### src/rtl/ctrl_alu_pkg.sv
// ctrl_alu_pkg
// Shared definitions for the register-bank ALU controller: default widths,
// opcode encoding and FSM state encoding.
package ctrl_alu_pkg;

  localparam int BIT_ADDR_DEF = 8;
  localparam int BIT_DATO_DEF = 4;

  typedef enum logic [2:0] {
    OP_ADD  = 3'b000,
    OP_SUB  = 3'b001,
    OP_AND  = 3'b010,
    OP_OR   = 3'b011,
    OP_XOR  = 3'b100,
    OP_SHL1 = 3'b101,
    OP_SHR1 = 3'b110,
    OP_MUL  = 3'b111
  } op_e;

  typedef enum logic [2:0] {
    ST_IDLE  = 3'd0,
    ST_READ  = 3'd1,
    ST_EXEC  = 3'd2,
    ST_WRITE = 3'd3,
    ST_DONE  = 3'd4
  } state_e;

endpackage

### src/rtl/mult_iterativo.sv
// mult_iterativo
// Shift-add multiplier, one multiplier bit per cycle, W cycles per product.
// Ports:
//   clk, rst        clock, synchronous active-high reset
//   start_i         load a_i/b_i and begin (ignored result of any run in flight)
//   a_i, b_i        multiplicand / multiplier, W bits
//   busy_o          a product is being accumulated
//   done_o          this cycle performs the final step
//   prod_o          2*W-bit product; valid in the cycle done_o is high
//                   (it is the accumulator value being written that cycle)
module mult_iterativo #(
  parameter int W = 4
) (
  input  logic           clk,
  input  logic           rst,
  input  logic           start_i,
  input  logic [W-1:0]   a_i,
  input  logic [W-1:0]   b_i,
  output logic           busy_o,
  output logic           done_o,
  output logic [2*W-1:0] prod_o
);

  localparam int CW = $clog2(W + 1);

  logic [2*W-1:0] acc_q, acc_d;
  logic [2*W-1:0] mcand_q, mcand_d;
  logic [W-1:0]   mplier_q, mplier_d;
  logic [CW-1:0]  cnt_q, cnt_d;
  logic           busy_q, busy_d;
  logic [2*W-1:0] acc_step;

  assign acc_step = acc_q + (mplier_q[0] ? mcand_q : '0);

  always_comb begin
    acc_d    = acc_q;
    mcand_d  = mcand_q;
    mplier_d = mplier_q;
    cnt_d    = cnt_q;
    busy_d   = busy_q;
    if (start_i) begin
      acc_d    = '0;
      mcand_d  = {{W{1'b0}}, a_i};
      mplier_d = b_i;
      cnt_d    = CW'(W);
      busy_d   = 1'b1;
    end else if (busy_q) begin
      acc_d    = acc_step;
      mcand_d  = mcand_q << 1;
      mplier_d = mplier_q >> 1;
      cnt_d    = cnt_q - CW'(1);
      if (cnt_q == CW'(1)) busy_d = 1'b0;
    end
  end

  always_ff @(posedge clk) begin
    if (rst) begin
      acc_q    <= '0;
      mcand_q  <= '0;
      mplier_q <= '0;
      cnt_q    <= '0;
      busy_q   <= 1'b0;
    end else begin
      acc_q    <= acc_d;
      mcand_q  <= mcand_d;
      mplier_q <= mplier_d;
      cnt_q    <= cnt_d;
      busy_q   <= busy_d;
    end
  end

  assign busy_o = busy_q;
  assign done_o = busy_q && (cnt_q == CW'(1));
  assign prod_o = acc_step;

endmodule

### src/rtl/ctrl_alu_banco.sv
// ctrl_alu_banco
// Sequencer that reads two operands from an external register bank, runs one
// ALU operation and writes the result back, with a valid/ready instruction port.
// Ports:
//   clk, rst                 clock, synchronous active-high reset
//   in_valid / in_ready      instruction handshake (ready only in IDLE)
//   op, ra, rb, rd           opcode, source A/B and destination indices
//   addrRa, addrRb           bank read addresses (latched ra/rb)
//   datOutRa, datOutRb       combinational bank read data
//   addrW, datW, RegWrite    bank write port
//   done                     one-cycle retire pulse
//   flag_z, flag_c           zero / carry of the last retired result
//
// state   | meaning
// IDLE    | waiting for in_valid, in_ready=1
// READ    | read ports show ra/rb, operands captured at end of cycle
// EXEC    | compute; 1 cycle, or BIT_DATO cycles for MUL
// WRITE   | RegWrite=1 to rd, flags visible
// DONE    | done=1, back to IDLE
module ctrl_alu_banco
  import ctrl_alu_pkg::*;
#(
  parameter int BIT_ADDR = BIT_ADDR_DEF,
  parameter int BIT_DATO = BIT_DATO_DEF
) (
  input  logic                clk,
  input  logic                rst,
  input  logic                in_valid,
  output logic                in_ready,
  input  logic [2:0]          op,
  input  logic [BIT_ADDR-1:0] ra,
  input  logic [BIT_ADDR-1:0] rb,
  input  logic [BIT_ADDR-1:0] rd,
  output logic [BIT_ADDR-1:0] addrRa,
  output logic [BIT_ADDR-1:0] addrRb,
  input  logic [BIT_DATO-1:0] datOutRa,
  input  logic [BIT_DATO-1:0] datOutRb,
  output logic [BIT_ADDR-1:0] addrW,
  output logic [BIT_DATO-1:0] datW,
  output logic                RegWrite,
  output logic                done,
  output logic                flag_z,
  output logic                flag_c
);

  state_e              state_q, state_d;
  op_e                 op_q, op_d;
  logic [BIT_ADDR-1:0] ra_q, ra_d, rb_q, rb_d, rd_q, rd_d;
  logic [BIT_DATO-1:0] a_q, a_d, b_q, b_d;
  logic [BIT_DATO-1:0] res_q, res_d;
  logic                fz_q, fz_d, fc_q, fc_d;

  logic                  mul_start, mul_busy, mul_done;
  logic [2*BIT_DATO-1:0] mul_prod;

  logic [BIT_DATO:0]   sum, diff;
  logic [BIT_DATO-1:0] alu_res;
  logic                alu_c;
  logic                exec_fin;

  // Operands come straight from the bank so the multiplier starts on the
  // same edge that captures a_q/b_q, keeping MUL at exactly BIT_DATO EXEC cycles.
  mult_iterativo #(.W(BIT_DATO)) u_mult (
    .clk     (clk),
    .rst     (rst),
    .start_i (mul_start),
    .a_i     (datOutRa),
    .b_i     (datOutRb),
    .busy_o  (mul_busy),
    .done_o  (mul_done),
    .prod_o  (mul_prod)
  );

  assign sum  = {1'b0, a_q} + {1'b0, b_q};
  // The extra MSB of the difference is the borrow, i.e. a_q < b_q.
  assign diff = {1'b0, a_q} - {1'b0, b_q};

  always_comb begin
    alu_res = '0;
    alu_c   = 1'b0;
    case (op_q)
      OP_ADD:  begin alu_res = sum[BIT_DATO-1:0];  alu_c = sum[BIT_DATO];  end
      OP_SUB:  begin alu_res = diff[BIT_DATO-1:0]; alu_c = diff[BIT_DATO]; end
      OP_AND:  alu_res = a_q & b_q;
      OP_OR:   alu_res = a_q | b_q;
      OP_XOR:  alu_res = a_q ^ b_q;
      OP_SHL1: begin alu_res = {a_q[BIT_DATO-2:0], 1'b0}; alu_c = a_q[BIT_DATO-1]; end
      OP_SHR1: begin alu_res = {1'b0, a_q[BIT_DATO-1:1]}; alu_c = a_q[0]; end
      OP_MUL:  begin
        alu_res = mul_prod[BIT_DATO-1:0];
        alu_c   = |mul_prod[2*BIT_DATO-1:BIT_DATO];
      end
      default: ;
    endcase
  end

  assign exec_fin = (op_q != OP_MUL) || (mul_busy && mul_done);

  always_comb begin
    state_d   = state_q;
    op_d      = op_q;
    ra_d      = ra_q;
    rb_d      = rb_q;
    rd_d      = rd_q;
    a_d       = a_q;
    b_d       = b_q;
    res_d     = res_q;
    fz_d      = fz_q;
    fc_d      = fc_q;
    mul_start = 1'b0;
    case (state_q)
      ST_IDLE: begin
        if (in_valid) begin
          op_d    = op_e'(op);
          ra_d    = ra;
          rb_d    = rb;
          rd_d    = rd;
          state_d = ST_READ;
        end
      end
      ST_READ: begin
        a_d       = datOutRa;
        b_d       = datOutRb;
        mul_start = (op_q == OP_MUL);
        state_d   = ST_EXEC;
      end
      ST_EXEC: begin
        if (exec_fin) begin
          res_d   = alu_res;
          fz_d    = (alu_res == '0);
          fc_d    = alu_c;
          state_d = ST_WRITE;
        end
      end
      ST_WRITE: state_d = ST_DONE;
      ST_DONE:  state_d = ST_IDLE;
      default:  state_d = ST_IDLE;
    endcase
  end

  always_ff @(posedge clk) begin
    if (rst) begin
      state_q <= ST_IDLE;
      op_q    <= OP_ADD;
      ra_q    <= '0;
      rb_q    <= '0;
      rd_q    <= '0;
      a_q     <= '0;
      b_q     <= '0;
      res_q   <= '0;
      fz_q    <= 1'b0;
      fc_q    <= 1'b0;
    end else begin
      state_q <= state_d;
      op_q    <= op_d;
      ra_q    <= ra_d;
      rb_q    <= rb_d;
      rd_q    <= rd_d;
      a_q     <= a_d;
      b_q     <= b_d;
      res_q   <= res_d;
      fz_q    <= fz_d;
      fc_q    <= fc_d;
    end
  end

  assign in_ready = (state_q == ST_IDLE);
  assign RegWrite = (state_q == ST_WRITE);
  assign done     = (state_q == ST_DONE);
  assign addrRa   = ra_q;
  assign addrRb   = rb_q;
  assign addrW    = rd_q;
  assign datW     = res_q;
  assign flag_z   = fz_q;
  assign flag_c   = fc_q;

endmodule

### config.mk
export PLATFORM = sky130hd
export DESIGN_NAME = ctrl_alu_banco
export DESIGN_NICKNAME = d
export VERILOG_FILES = /design/src/rtl/ctrl_alu_pkg.sv /design/src/rtl/mult_iterativo.sv /design/src/rtl/ctrl_alu_banco.sv
export SDC_FILE = /design/constraint.sdc
export NUM_CORES = 1
export LEC_CHECK = 0
export ABC_AREA = 0
export CORE_ASPECT_RATIO = 2
export CORE_UTILIZATION = 45
export CTS_BUF_LIST = sky130_fd_sc_hd__clkbuf_4
export CTS_CLUSTER_SIZE = 28
export DETAILED_ROUTE_END_ITERATION = 7
export PLACE_DENSITY = 0.76
export SLEW_MARGIN = 10
export SYNTH_ARGS = -nofsm -noshare
export SYNTH_HDL_FRONTEND = slang
export SYNTH_SLANG_ARGS = --single-unit
export TNS_END_PERCENT = 1
### constraint.sdc
create_clock -name clk -period 4.2 [get_ports clk]
set_clock_uncertainty 0.05 [all_clocks]
set_input_delay 1.05 -clock clk [delete_from_list [all_inputs] [get_ports clk]]
set_output_delay 1.05 -clock clk [all_outputs]
set_load 0.05 [all_outputs]
Yosys cells after proc, flatten, opt, wreduce, memory -nomap -nowiden:

Cells that the tools add are included.

* $add $sub $neg: 4
* $mul: 0
* divide/modulo/power cells: 0
* order comparisons: 0
* equal/unequal tests: 15
* shift operators: 0
* muxes and demuxes: 16
* bitwise gates (word level): 3
* reductions and logical operators: 12

Operators with widths (count)
* $pmux 4 s8: 1
* $mux 4: 4
* $eq 3x3->1 const B: 5
* $eq 3x2->1 const B: 4
* $mux 3: 4
* $pmux 3 s4: 1
* $eq 3x1->1 const B: 3
* $add 8x8->8: 1
* $mux 8: 1
* $logic_not 3->1: 2
* $reduce_and 2->1: 3
* $add 4x4->5: 1
* $pmux 1 s5: 1
* $sub 4x4->5: 1
* $and 4x4->4: 1
* $logic_not 4->1: 1
* $mux 1: 4
* $ne 2x2->1 const B: 2
* $or 4x4->4: 1
* $reduce_or 4->1: 1
* $xor 4x4->4: 1
* $ne 3x3->1 const B: 1
* $sub 3x1->3 const B: 1
* $logic_and 1x1->1: 2
* 3 further kinds: 3

* register bits: 68
* bits in latches: 0
* memory bits (writable): 0
* ROM bits: 0
* input port bits: 38
* memories: 0

Logic depth before layout (Yosys ltp):

Gate-level depths: netlist of the first run.

* depth after elaboration: 6
* gate-level depth with buffers: 10

By module:

From an unflattened synthesis of the first run, not the netlist that was laid out.

* cells, all modules: 447
* area, all modules: 3669.8 µm²

Modules (own cells, without submodules)
* ctrl_alu_banco: times used 1, cells each 283, area an instance 2264.7 µm², seq. area each 880.8 µm²
* mult_iterativo: times used 1, cells each 164, area an instance 1405.1 µm², seq. area each 480.5 µm²

Worst setup path before layout of the first run:

OpenSTA, ideal clock, no wires.

* path kind: reg-to-output
* from: reg state_q[2]
* to: out done
* data arrival time: 1681 ps
* required time: 3100 ps
* setup slack: 1419 ps
* stages on the path, launching flop included: 2
* path through: dfxtp_1 > nor3b_1

* longest elaborated chain between the ends: 1

Ends and longest elaborated chain
* from (decl): line ctrl_alu_banco.sv:46 `state_e state_q, state_d;`
* from (signal assigned): line ctrl_alu_banco.sv:154 `state_q <= state_d;`
* $eq 3x3->1: line ctrl_alu_banco.sv:169 `assign done = (state_q == ST_DONE);`
* to (decl): line ctrl_alu_banco.sv:41 `output logic done,`

No other way between the ends.

Final worst setup path of the first run:

Ends and elaborated chain as after synthesis.

==> results.md, run 1 <==
- Area of the multi-input gates: 2070 sq um
- Crit path max fanout: 7
- First-pass GRT wire length: 14,400 um
- Vias in the first global route: 3,126
- DR pass1 iterations: 4
- Power density of the placed cells: 362 nW/um^2
- # H-tree levels: 3
- Top cells by area, synth: dfxtp_1 37%, nand2_1 8.7%, ha_1 7.2%, a21oi_1 6.3%, mux2i_1 5.2%
- DIE WIDTH: 65.7 um
- Initial core utilization: 46.3%
- Sequential element share of the synthesized area: 37.3%
- Final wirelength: 8720 um
- Routed WL per cell: 14.9 um
- Final setup violating endpoints: 0
- Initial antenna violation count: 0
- Core box area: 7890 sq um
- Worst Path Arrival: 2.02 ns
- Post-synthesis async set-or-reset flop share: 0%
- DR vias/cell: 5.31
- RSZ-0062 raised after global routing: no
- GPL Wtd Cong: 0.949
- Status: finished clean
- Top Ports: 71
- Synthesized area per cell: 8.51 sq um
- Final period util: 74.3%
- Clk pin slew, worst setup/hold paths: 0.11 ns
- Layout cell share with drive strength beyond 1: 7.94%
- Clock buffer depth: 2
- Yosys cell types: 58
- GRT Util Overall: 22.3%
- Drt first-iter violations: 155
- Post-Place Setup Slack: 1.48 ns
- Final Hold Viols: 0
- Post-synth EDFFs: 0
- Worst setup margin: 1.08 ns
- Mapped Nets: 491
- CTS tree: done
- Vias: 3,115
- # diodes: 0
- Rel. slew slack: 35.8%
- Synth top cells by count: 85 x nand2_1, 68 x dfxtp_1, 46 x a21oi_1
- Die Y: 129 um
- Post-Synthesis Cells: 429
- CP Class: flop to output pin
- YS warnings: 0
- Top cell type's share of synthesized area: 37.3%
- Mapped cell area: 3650 sq um
- Buffers on Ports: 70
- Setup crit start kind: flop
- GR Overflow Total: 0
- Worst Path Required: 3.10 ns
- Final #Nets: 549
- # DRC: 0
- CTS Hold Bufs: 0
- CTS sink cnt: 68
- Row count: 46
- Fillers: 706
- CTS resizes: 0
- Area Growth Syn to Fin: 22.1%
- Crit path capture type: output pin
- Min-Delay Path Class: flop to flop
- Worst-case vdd ir drop: 0.319 mV
- Detailed placement HPWL: 6510 um
- Synth area leader: dfxtp_1
- Ys flop type: dfxtp_1
- Slew @ Worst Pin: 0.963 ns
- Yosys reg bits: 68
- FF/Latch Area: 1360 sq um
- Maxcap violations: 0
- Pin count of the biggest net entering global routing: 54
- Count leader, synth: nand2_1
- Fin Setup TNS: 0 ns
- Die area: 8500 sq um
- Routed Antenna Nets: 0
- Slew Limit Fails: 0
- Clk_lat worst skew: 0.43 ns
- CTS Buf Count: 9
- Root Buffer: clkbuf_4
- Leak: 1.64 nW
- Tmin final: 3.12 ns
- Post CTS Setup Buffer Count: 0
- FMAX: 321 MHz
cells in the final DEF, fill, tap and decap left out, types with 9 or more instances in the layout:
| cell type | synthesis | routed |
|---|---|---|
| a21oi_1 | 46 | 46 |
| clkbuf_4 | 0 | 9 |
| clkdlybuf4s50_1 | 0 | 69 |
| dfxtp_1 | 68 | 68 |
| ha_1 | 21 | 21 |
| inv_1 | 19 | 19 |
| mux2i_1 | 19 | 19 |
| nand2_1 | 85 | 85 |
| nor2_1 | 41 | 41 |
| o21ai_0 | 10 | 10 |
where the power goes:
group	internal, mW	leakage, nW	switching [mW]
combinational	0.176	1.02	0.287
clock	0.173	0.0690	0.234
sequential	0.690	0.553	0.0538
final timing paths:
check,slack (ns),end,depth (start not counted),start
max reg2reg,1.74,flag_z,10,u_mult.mplier_q[0]
min,0.41,addrRb[5],2,addrRb[5]
max,1.08,done,2,state_q[2]
min reg2reg,0.41,addrRb[5],2,addrRb[5]
sequential cells by signal, summed over array words and instances (netlist names), 3 cells and up:
signal and cells:
state_q 3, op_q 3, a_q 4, u_mult.mplier_q 4
u_mult.mcand_q 8, addrRb 8, datW 4, addrW 8
addrRa 8, b_q 4, u_mult.acc_q 8, u_mult.cnt_q 3
metrics by stage:
step | power (mW) | util, % | std cells | cell area (sq um) | hold WS, ns
after floorplan | 1.07 | - | 429 | 3650 | 0.396
after global placement | 1.21 | 55.0 | 572 | 4340 | 0.391
after detailed placement | 1.22 | 55.0 | 572 | 4340 | 0.399
after CTS | 1.63 | 56.6 | 587 | 4460 | 0.415
after global routing | 1.70 | 56.6 | 587 | 4460 | 0.431
final | 1.61 | 56.6 | 587 | 4460 | 0.413
metal layers:
layer	track usage, %	wire [um]	part of all wire, %
met2	39.7	4730	54
met1	23.2	3290	38
met3	5.19	407	4.7
met4	12.5	295	3.4
met5	0	0	0
cells by family after synthesis:
logic type | count (synthesis) | share of synthesized area [%]
buffers and inverters | 45 | 6.07
adder cells (fa/ha/maj) | 24 | 8.84
flip-flops | 68 | 37.3
AO/OA/AOI/OAI | 98 | 17.7
AND/OR/NAND/NOR | 162 | 21.0
XOR/XNOR | 11 | 2.64
multiplexers | 21 | 6.44
area by class of cell:
cell class                      instances  area share [%]
Clock buffer                            9            1.52
Clock inverter                          6            1.26
Inverter                               20            1.68
Multi-Input combinational cell        316            46.4
Sequential cell                        68            30.5
Tap cell                               96            2.69
Timing Repair Buffer                   72            15.9
worst max-delay path, cell delays in order, from the launching register on:
cell             delay (ns)
dfxtp_1                0.54
nor3b_1                0.22
clkdlybuf4s50_1        0.83
(Power assumes the default switching activity.)
==> inputs of run 2 (changes only) <==
clock period = 3 ns   (was 4.2 ns; I/O delays follow)
==> run 2 against run 1 <==
Utilization grew 0.79 points; wire length grew 2.4%; power grew 48%; die area is the same; register-to-register slack lost 1.2 ns; count of clock-buffer cells in the layout grew 3; critical path depth is the same; non-clock buffer count grew 3; final cell count grew 0.68%; worst setup slack lost 0.89 ns; largest cell class unchanged; highest routed layer unchanged.
==> results.md, run 2 (synthesis results as in run 1) <==
- Final Hold Viols: 0
- Final #Nets: 552
- Rel. slew slack: 40.5%
- Clock buffer depth: 2
- Row count: 46
- DR pass1 iterations: 5
- CTS resizes: 0
- GPL Wtd Cong: 0.916
- Fin Setup TNS: 0 ns
- DR vias/cell: 5.38
- Top Ports: 71
- Min-Delay Path Class: flop to flop
- RSZ-0062 raised after global routing: no
- # diodes: 0
- Die area: 8500 sq um
- Buffers on Ports: 70
- CTS Buf Count: 9
- Endpoint, Worst Hold: addrRb[6]
- Crit path max fanout: 7
- Final wirelength: 8930 um
- Routed WL per cell: 15.1 um
- Worst setup margin: 0.193 ns
- Routed Antenna Nets: 0
- Pin count of the biggest net entering global routing: 54
- Vias in the first global route: 3,238
- Most common cell after layout, fill and taps aside: nand2_1
- CTS Hold Bufs: 0
- Core box area: 7890 sq um
- Area Growth Syn to Fin: 23.9%
- Final setup violating endpoints: 0
- Maxcap violations: 0
- Leak: 1.68 nW
- Initial core utilization: 46.3%
- Final period util: 93.6%
- Post CTS Setup Buffer Count: 0
- Slew @ Worst Pin: 0.890 ns
- Setup crit start kind: flop
- Worst hold start: addrRb[6]
- Root Buffer: clkbuf_4
- CTS tree: done
- Worst Path Required: 2.20 ns
- Drt first-iter violations: 117
- GR Overflow Total: 0
- Worst r2r path cells: 10
- # H-tree levels: 3
- Worst r2r src: u_mult.mplier_q[0]
- Clk pin slew, worst setup/hold paths: 0.11 ns
- Worst Path Arrival: 2.01 ns
- Worst Hold Path Cells: 2
- CTS sink cnt: 68
- Status: finished clean
- Die Y: 129 um
- Highest-count cells in the layout ignoring fill and taps: 85 x nand2_1, 69 x clkdlybuf4s50_1, 68 x dfxtp_1, 46 x a21oi_1, 41 x nor2_1
- FMAX: 356 MHz
- GRT Util Overall: 22.7%
- Layout cell share with drive strength beyond 1: 8.89%
- Worst-case vdd ir drop: 0.561 mV
- Post-Place Setup Slack: 0.594 ns
- Power density of the placed cells: 530 nW/um^2
- CP Class: flop to output pin
- Tmin final: 2.81 ns
- Flop2flop setup slack: 0.57 ns
- Initial antenna violation count: 0
- # DRC: 0
- Detailed placement HPWL: 6670 um
- Clk_lat worst skew: 0.43 ns
- Crit path capture type: output pin
- Slew Limit Fails: 0
- DIE WIDTH: 65.7 um
- Vias: 3,179
- FF-to-FF End: flag_z
- First-pass GRT wire length: 14,600 um
## run 2: worst max path at each step
stage / slack [ns] / startpoint / end / cells after the start
global route: 0.09 / state_q[2] / done / 2
floorplan: 0.52 / state_q[2] / done / 1
finish: 0.19 / state_q[2] / done / 2
global placement: 0.65 / state_q[2] / done / 2
CTS: 0.15 / state_q[2] / done / 2
detailed placement: 0.59 / u_mult.mplier_q[0] / flag_c / 9
## run 2: per-layer routing
metal  part of all wire, %  global-route usage, %
met1                    37                   22.7
met2                    53                   40.0
met3                   4.5                   3.79
met4                   5.4                   18.2
met5                     0                      0
## run 2: report_power, final
| group | total, mW | switching, mW | internal (mW) |
|---|---|---|---|
| clock | 0.701 | 0.334 | 0.367 |
| sequential | 1.04 | 0.0764 | 0.967 |
| combinational | 0.653 | 0.401 | 0.252 |
## run 2: stage by stage
stage / power [mW] / std cells / area (sq um) / hold WS (ns) / util, %
2_1_floorplan: 1.50 / 429 / 3650 / 0.396 / -
3_3_place_gp: 1.70 / 575 / 4360 / 0.391 / 55.3
3_5_place_dp: 1.72 / 575 / 4360 / 0.398 / 55.3
4_1_cts: 2.41 / 591 / 4520 / 0.410 / 57.3
5_1_grt: 2.52 / 591 / 4520 / 0.429 / 57.3
6_report: 2.40 / 591 / 4520 / 0.408 / 57.3
## run 2: layout make-up
| class | instances | area (sq um) |
|---|---|---|
| multi-input combinational | 316 | 2070 |
| fill | 705 | 3360 |
| sequential | 68 | 1360 |
| clock inverter | 4 | 73.8 |
| inverter | 20 | 75.1 |
| timing repair buffer | 75 | 733 |
| clock buffer | 12 | 90.1 |
| tap | 96 | 120 |
## run 2: critical path, stage by stage (launching register included)
cell             delay (ns)
dfxtp_1                0.54
nor3b_1                0.23
clkdlybuf4s50_1        0.83
==> inputs of run 3 (changes only) <==
SKIP_LAST_GASP = 1   (was not set)
==> results of run 3 <==
The final DEF is identical to that of run 2; final timing and power are the same.
